===== src/rtl/pong_ctrl.sv =====
// Game-flow controller for the pong graphics block: edge-detects hit/miss/buttons,
// keeps a 2-digit BCD score and the ball count, and freezes the ball between rallies.
module pong_ctrl #(
    parameter int unsigned WAIT_CYCLES = 100_000_000,
    parameter int unsigned BALLS       = 3
) (
    input  logic       clk,
    input  logic       rst_n,
    input  logic [1:0] btn1,
    input  logic [1:0] btn2,
    input  logic       hit,
    input  logic       miss,
    output logic       gra_still,
    output logic [3:0] dig0,
    output logic [3:0] dig1,
    output logic [1:0] ball_cnt,
    output logic [1:0] game_state,
    output logic       timer_busy
);

    typedef enum logic [1:0] {
        S_NEWGAME = 2'd0,
        S_PLAY    = 2'd1,
        S_NEWBALL = 2'd2,
        S_OVER    = 2'd3
    } state_t;

    localparam int unsigned   TW         = (WAIT_CYCLES > 1) ? $clog2(WAIT_CYCLES) : 1;
    localparam logic [TW-1:0] TIMER_LOAD = TW'(WAIT_CYCLES - 1);
    localparam logic [TW-1:0] TIMER_ONE  = TW'(1);
    localparam logic [1:0]    BALLS_INIT = 2'(BALLS);

    state_t        state_q, state_d;
    logic          gra_still_q, gra_still_d;
    logic [3:0]    dig0_q, dig0_d;
    logic [3:0]    dig1_q, dig1_d;
    logic [1:0]    ball_cnt_q, ball_cnt_d;
    logic          timer_busy_q, timer_busy_d;
    logic [TW-1:0] timer_q, timer_d;
    logic          btn_any_q, hit_q, miss_q;

    logic          btn_any_s;
    logic          btn_ev_s;
    logic          hit_ev_s;
    logic          miss_ev_s;
    logic [7:0]    score_inc_s;

    // Two-digit BCD increment; 99 rolls over to 00.
    function automatic logic [7:0] bcd_inc(input logic [3:0] d1, input logic [3:0] d0);
        logic [7:0] r;
        if (d0 >= 4'd9) begin
            if (d1 >= 4'd9) begin
                r = 8'h00;
            end else begin
                r = {d1 + 4'd1, 4'd0};
            end
        end else begin
            r = {d1, d0 + 4'd1};
        end
        return r;
    endfunction

    // Next-state, score, ball-count and hold-off timer computation.
    always_comb begin
        btn_any_s   = (|btn1) | (|btn2);
        btn_ev_s    = btn_any_s & ~btn_any_q;
        hit_ev_s    = hit & ~hit_q;
        miss_ev_s   = miss & ~miss_q;
        score_inc_s = bcd_inc(dig1_q, dig0_q);

        state_d      = state_q;
        dig0_d       = dig0_q;
        dig1_d       = dig1_q;
        ball_cnt_d   = ball_cnt_q;
        timer_d      = timer_q;
        timer_busy_d = timer_busy_q;

        case (state_q)
            S_NEWGAME: begin
                ball_cnt_d = BALLS_INIT;
                if (btn_ev_s) begin
                    dig0_d  = 4'd0;
                    dig1_d  = 4'd0;
                    state_d = S_PLAY;
                end else begin
                    state_d = S_NEWGAME;
                end
            end
            S_PLAY: begin
                if (hit_ev_s) begin
                    {dig1_d, dig0_d} = score_inc_s;
                end else begin
                    {dig1_d, dig0_d} = {dig1_q, dig0_q};
                end
                if (miss_ev_s) begin
                    if (ball_cnt_q <= 2'd1) begin
                        ball_cnt_d = 2'd0;
                        state_d    = S_OVER;
                    end else begin
                        ball_cnt_d = ball_cnt_q - 2'd1;
                        state_d    = S_NEWBALL;
                    end
                end else begin
                    state_d = S_PLAY;
                end
            end
            S_NEWBALL: begin
                // Serving only opens up once the hold-off has expired.
                if (!timer_busy_q && btn_ev_s) begin
                    state_d = S_PLAY;
                end else begin
                    state_d = S_NEWBALL;
                end
            end
            S_OVER: begin
                if (!timer_busy_q) begin
                    ball_cnt_d = BALLS_INIT;
                    state_d    = S_NEWGAME;
                end else begin
                    state_d = S_OVER;
                end
            end
            default: begin
                state_d = S_NEWGAME;
            end
        endcase

        if ((state_d != state_q) && ((state_d == S_NEWBALL) || (state_d == S_OVER))) begin
            timer_d      = TIMER_LOAD;
            timer_busy_d = 1'b1;
        end else if (timer_busy_q) begin
            if (timer_q == '0) begin
                timer_busy_d = 1'b0;
            end else begin
                timer_d = timer_q - TIMER_ONE;
            end
        end else begin
            timer_busy_d = 1'b0;
        end

        gra_still_d = (state_d != S_PLAY);
    end

    // State, outputs and input history registers.
    always_ff @(posedge clk or negedge rst_n) begin
        if (!rst_n) begin
            state_q      <= S_NEWGAME;
            gra_still_q  <= 1'b1;
            dig0_q       <= 4'd0;
            dig1_q       <= 4'd0;
            ball_cnt_q   <= BALLS_INIT;
            timer_busy_q <= 1'b0;
            timer_q      <= '0;
            btn_any_q    <= 1'b0;
            hit_q        <= 1'b0;
            miss_q       <= 1'b0;
        end else begin
            state_q      <= state_d;
            gra_still_q  <= gra_still_d;
            dig0_q       <= dig0_d;
            dig1_q       <= dig1_d;
            ball_cnt_q   <= ball_cnt_d;
            timer_busy_q <= timer_busy_d;
            timer_q      <= timer_d;
            btn_any_q    <= btn_any_s;
            hit_q        <= hit;
            miss_q       <= miss;
        end
    end

    assign game_state = state_q;
    assign gra_still  = gra_still_q;
    assign dig0       = dig0_q;
    assign dig1       = dig1_q;
    assign ball_cnt   = ball_cnt_q;
    assign timer_busy = timer_busy_q;

endmodule

===== config.mk =====
export PLATFORM = sky130hd
export DESIGN_NAME = pong_ctrl
export DESIGN_NICKNAME = d
export VERILOG_FILES = /design/src/rtl/pong_ctrl.sv
export SDC_FILE = /design/constraint.sdc
export NUM_CORES = 1
export LEC_CHECK = 0
export CAP_MARGIN = 0
export CORE_AREA = 5 5 77 132
export DETAILED_ROUTE_END_ITERATION = 12
export DIE_AREA = 0 0 82 137
export GPL_TIMING_DRIVEN = 0
export HOLD_SLACK_MARGIN = 0.05
export SLEW_MARGIN = 20
export SYNTH_ARGS = -nofsm -noshare
export SYNTH_HDL_FRONTEND = slang
export SYNTH_SLANG_ARGS = --single-unit

===== constraint.sdc =====
create_clock -name clk -period 3.8 [get_ports clk]
set_input_delay 0.76 -clock clk [delete_from_list [all_inputs] [get_ports clk]]
set_output_delay 0.76 -clock clk [all_outputs]
set_load 0.01 [all_outputs]

# After elaboration in Yosys (flattened, before gate mapping)
# Index checks and enable logic that the tools add are counted.
# W data, S select, Z words.
[word_totals] reg_bits=44 in_bits=8 out_inout_bits=14 elab_cells=75
[classes] add_sub_neg=4 n_lt_le_gt_ge=3 n_eq_ne=13 muxes=23 bitwise=7 n_reduce_logical=15
[op_table] cell="$mux W27" count=3
[op_table] cell="$logic_not A27 Y1" count=1
[op_table] cell="$sub A27 B1 Y27 const B" count=1
[op_table] cell="$mux W8" count=2
[op_table] cell="$pmux W4 S2" count=2
[op_table] cell="$mux W2" count=6
[op_table] cell="$mux W4" count=3
[op_table] cell="$ne A2 B2 Y1 const B" count=6
[op_table] cell="$add A4 B1 Y4 const B" count=2
[op_table] cell="$eq A2 B2 Y1 const B" count=4
[op_table] cell="$ge A4 B4 Y1 const B" count=2
[op_table] cell="$pmux W2 S4" count=1
[op_table] cell="$pmux W2 S3" count=1
[op_table] cell="$reduce_and A3 Y1" count=2
[op_table] cell="$mux W1" count=5
[op_table] cell="$reduce_and A4 Y1" count=1
[op_table] cell="$reduce_bool A2 Y1" count=2
[op_table] cell="$reduce_or A2 Y1" count=2
[op_table] cell="$and A1 B1 Y1" count=3
[op_table] cell="$not A1 Y1" count=3
[op_table] cell="$reduce_bool A3 Y1" count=1
[op_table] cell="$eq A2 B1 Y1 const B" count=1
[op_table] cell="$le A2 B1 Y1 const B" count=1
[op_table] cell="$logic_and A1 B1 Y1" count=2
[op_table] cell="8 further kinds" count=8

# Longest topological paths before layout
[depth] depth_word=11 ltp_mapped=9 mapped_depth_nobuf=7

# Worst setup path before layout
# Ideal clock, no wire load.
[synth_path] path_kind="input -> register" from="input btn1[1]" to="register timer_busy_q, in the netlist timer_busy" setup_ns=0.152 t_arrival_ns=2.311 t_required_ns=3.648 setup_slack_ns=1.337 path_stages=7 path_buffers=2 cell_sequence="nor4_1 > a211oi_1 > nor3_1 > o21a_1 > clkbuf_1 > clkbuf_1 > o21ai_0"
[synth_via] elab_chain_cells=10 elab_cells_between_ends=13 cone_classes="3 x eq/ne; 4 x mux; 2 x bitwise; 4 x reduce/logical"
[synth_rtl] item="start, declared" line="9" text="input logic [1:0] btn1,"
[synth_rtl] item="$reduce_or A2 Y1 *" line="65" text="btn_any_s = (|btn1) | (|btn2);"
[synth_rtl] item="$or A1 B1 Y1 *" line="65"
[synth_rtl] item="$and A1 B1 Y1 *" line="66" text="btn_ev_s = btn_any_s & ~btn_any_q;"
[synth_rtl] item="$logic_and A1 B1 Y1" line="109" text="if (!timer_busy_q && btn_ev_s) begin"
[synth_rtl] item="$mux W2" line="109"
[synth_rtl] item="$pmux W2 S4 *" line="78" text="case (state_q)"
[synth_rtl] item="$eq A2 B2 Y1" line="128" text="if ((state_d != state_q) && ((state_d == S_NEWBALL) || (state_d == S_OVER))) begin"
[synth_rtl] item="$logic_or A1 B1 Y1" line="128"
[synth_rtl] item="$logic_and A1 B1 Y1 *" line="128"
[synth_rtl] item="$mux W1 *" line="128"
[synth_rtl] item="net timer_busy_d" line="38" text="logic timer_busy_q, timer_busy_d;"
[synth_rtl] item="end signal, assigned" line="163" text="timer_busy_q <= timer_busy_d;"
[synth_rtl] item="end, declared" line="38"
# The timed path passes the listed nets; every way through them passes the cells marked *.
# A chain may end at the register's enable or synchronous reset.

# Worst setup path after layout
# Same ends and word-level chain as after synthesis.

==> flow_summary.ini <==
[setup_path]
worst_setup_path_start_kind = input pin
rr_startpoint = timer_q[0]$_DFFE_PN0P_
endpoint_kind = flip-flop
worst_ep_arrival_time_ps = 3320
path_cells = clkdlybuf4s50_1, nor4_1, a211oi_1, nor3_1, o21a_1, clkbuf_1, clkbuf_1, o21ai_0
path_class = in -> reg
critical_path_required_ps = 3940
r2r-end = timer_q[18]$_DFFE_PN0P_
slowest_stage = nor4_1
r2r_slack_ps = 1150
cp_max_fo = 10
max_stage_delay_ps = 620
crit_path_frequent_cell = clkbuf_1
ff2ff_path_depth = 7

[clocking]
cts_max_path_buffers = 2
cts_resized = 0
post_cts_buffers = 0
cts-root-buf = clkbuf_16
ctsHoldBuffers = 0
clk_pin_slew_worst_paths_ps = 60
clock-sinks = 44
cts_made_buffers = 5
cts_tree = done
cts-htree-levels = 2
worst_skew_pair.late_latency_ps = 290

[status]
status = complete, no violations

[die]
start_util_pct = 28.2
die_w_um = 82
dieHeight_um = 137
coreArea_um2 = 8980
dieArea_um2 = 11200
rows = 46
ios = 22

[synth]
synth_edf_count = 0
yosys.area.top_type = dfrtp_1
yosys.area_share.xor_xnor_pct = 2.42
asyncSetResetFlopFracSynth_pct = 100
synth_top_family_by_area = compound AO/OA/AOI/OAI gates
syn-cell-area_um2 = 2540
synth_simple_gate_area_share_pct = 21.9
netlist_instances = 259
synth-main-ff-cell = dfrtp_1
yosysUniqueCellTypes = 51
syn-num-nets = 279
synth_compound_area_share_pct = 22.0
synth_area_leaders = dfrtp_1 (40%), ha_1 (5.9%), or3_1 (4.7%)
synthAdderAreaFrac_pct = 5.92
synth_top_area_share_pct = 40.5
ys_seq_elements = 44
yosysWarnings = 0
ys_seq_area_share_pct = 43.6
synth.area.mux_share_pct = 0.395
avgSynthCellArea_um2 = 9.79

[sta]
fin_crit_ps = 3180
drv_slew = 0
hold_violations = 0
fin_setup_tns_ps = 0
max_freq_ghz = 0.314
fin_ws_ps = 619
setup_viol = 0
tightest_slew_ps = 782
relSlewSlack_pct = 47.5
clock-skew-final_ps = 5.62
rsz0062_at_grt = false
holdWs_ps = 433
fin_crit_sh_pct = 83.7

[power]
p_seq_share_pct = 45.2
power_frac_comb_pct = 15.8
vdd_drop_max_mv = 0.178
p_sw_share_pct = 27.2
p_sw_uw = 367
p_leak_nw = 1.16
p_int_uw = 982
p_per_area_nw_per_um2 = 436
p_clk_share_pct = 39.0

[layout]
final_layout_size_suffix_gt1_share_pct = 7.27
fillCellCount = 940
area_delta_synth_final_pct = 22.0
n_antenna_cell = 0
fin_util_pct = 34.5
nNetsFinal = 308

[global_routing]
grt_usage_pct = 11.9
grt_pass1_vias = 2142
overflow = 0
grt_max_degree = 26
grt_first_pass_wirelength_um = 10200
antenna_found_initial = 0

[place]
dp_hpwl_um = 4680
dp_worst_setup_slack_ps = 209
port_buffers = 21
place.gp.congestion = 0.906

[detailed_routing]
dr.pass1.iters = 4
dr_total_vias = 2180
drt-initial-drc-count = 96
via_per_inst = 5.33
drc = 0
wl_per_cell_um = 15.2
drtAntennaViolNets = 0
drt-total-wl_um = 6230

[job]
cap_violations = 0

[worst_hold_path]
hold_path.class = in -> async
==> cell usage after synthesis (4+ instances only) <==
cell type	number
a211oi_1	5
a22oi_1	8
and2_1	4
clkbuf_1	11
dfrtp_1	41
ha_1	12
inv_1	13
nand2_1	13
nand2b_1	6
nand3_1	8
nor3_1	7
nor4_1	4
o211ai_1	8
o21ai_0	20
o31ai_1	13
or3_1	19
or4_1	10
xnor2_1	6
==> how the worst max path moves through the flow <==
stage / startpoint / end / slack (ps) / depth (start not counted)
after floorplan: btn1[1] / timer_busy$_DFF_PN0_ / 1340 / 7
after global placement: btn1[1] / timer_busy$_DFF_PN0_ / 250 / 8
after detailed placement: btn1[1] / timer_busy$_DFF_PN0_ / 210 / 8
after CTS: btn1[1] / timer_busy$_DFF_PN0_ / 520 / 8
after global routing: btn1[1] / timer_busy$_DFF_PN0_ / 310 / 8
final: btn1[1] / timer_busy$_DFF_PN0_ / 620 / 8
==> logic make-up after synthesis <==
kind of cell             count (synthesis)
adder cells (fa/ha/maj)                 12
AND/OR/NAND/NOR                         90
buffers and inverters                   26
AO/OA/AOI/OAI                           79
multiplexers                             1
XOR/XNOR                                 7
flip-flops                              44
==> sequential cells by signal (all words and copies together), names as in the netlist <==
register and cells:
btn_any_q 1, timer_q 27, dig0 4, dig1 4, timer_busy 1, miss_q 1, hit_q 1, gra_still 1
ball_cnt 2, game_state 2
==> critical path, delay by kind of cell <==
kind	cells	cell delay [ps]
buf+inv	3	1190
compound gates	3	480
simple gates	2	890
==> area by class of cell <==
cell class / instances / area (um^2) / area share [%]
multi-input combinational: 189 / 1330 / 43.1
sequential: 44 / 1100 / 35.7
timing repair buffer: 22 / 225 / 7.28
clock buffer: 7 / 153 / 4.93
tap: 120 / 150 / 4.85
inverter: 14 / 52.6 / 1.70
buffer: 12 / 46.3 / 1.50
clock inverter: 1 / 30.0 / 0.970
==> metrics by stage <==
| stage | total power, mW | instances | instance area, um^2 |
|---|---|---|---|
| final | 1.35 | 409 | 3090 |
| after global routing | 1.41 | 409 | 3090 |
| after detailed placement | 0.833 | 401 | 2910 |
| after CTS | 1.37 | 409 | 3090 |
| after floorplan | 0.751 | 259 | 2540 |
| after global placement | 0.821 | 400 | 2900 |
==> metal layers <==
metal / global-route usage [%] / vias to the layer above / part of all wire (%)
li1: - / 1046 / -
met4: 6.47 / 0 / 3.5
met5: 0 / - / 0
met2: 22.5 / 49 / 56
met3: 2.17 / 14 / 3.5
met1: 11.6 / 1071 / 37
==> cell usage in the layout (no fill, tap or decap), types with 4 or more instances in the layout <==
cell type,Yosys,routed
a211oi_1,5,5
a22oi_1,8,8
and2_1,4,4
clkbuf_1,11,11
clkbuf_16,0,5
clkdlybuf4s50_1,0,20
dfrtp_1,41,41
ha_1,12,12
inv_1,13,13
nand2_1,13,13
nand2b_1,6,6
nand3_1,8,8
nor3_1,7,7
nor4_1,4,4
o211ai_1,8,8
o21ai_0,20,20
o31ai_1,13,13
or3_1,19,19
or4_1,10,10
xnor2_1,6,6
==> power by group through the flow <==
stage	sequential, mW	combinational, mW	clock, mW
floorplan	0.599	0.152	0
global placement	0.614	0.207	0
detailed placement	0.615	0.218	0
CTS	0.609	0.216	0.544
global route	0.620	0.240	0.554
finish	0.610	0.213	0.527
Power figures use the tool's default switching activity.
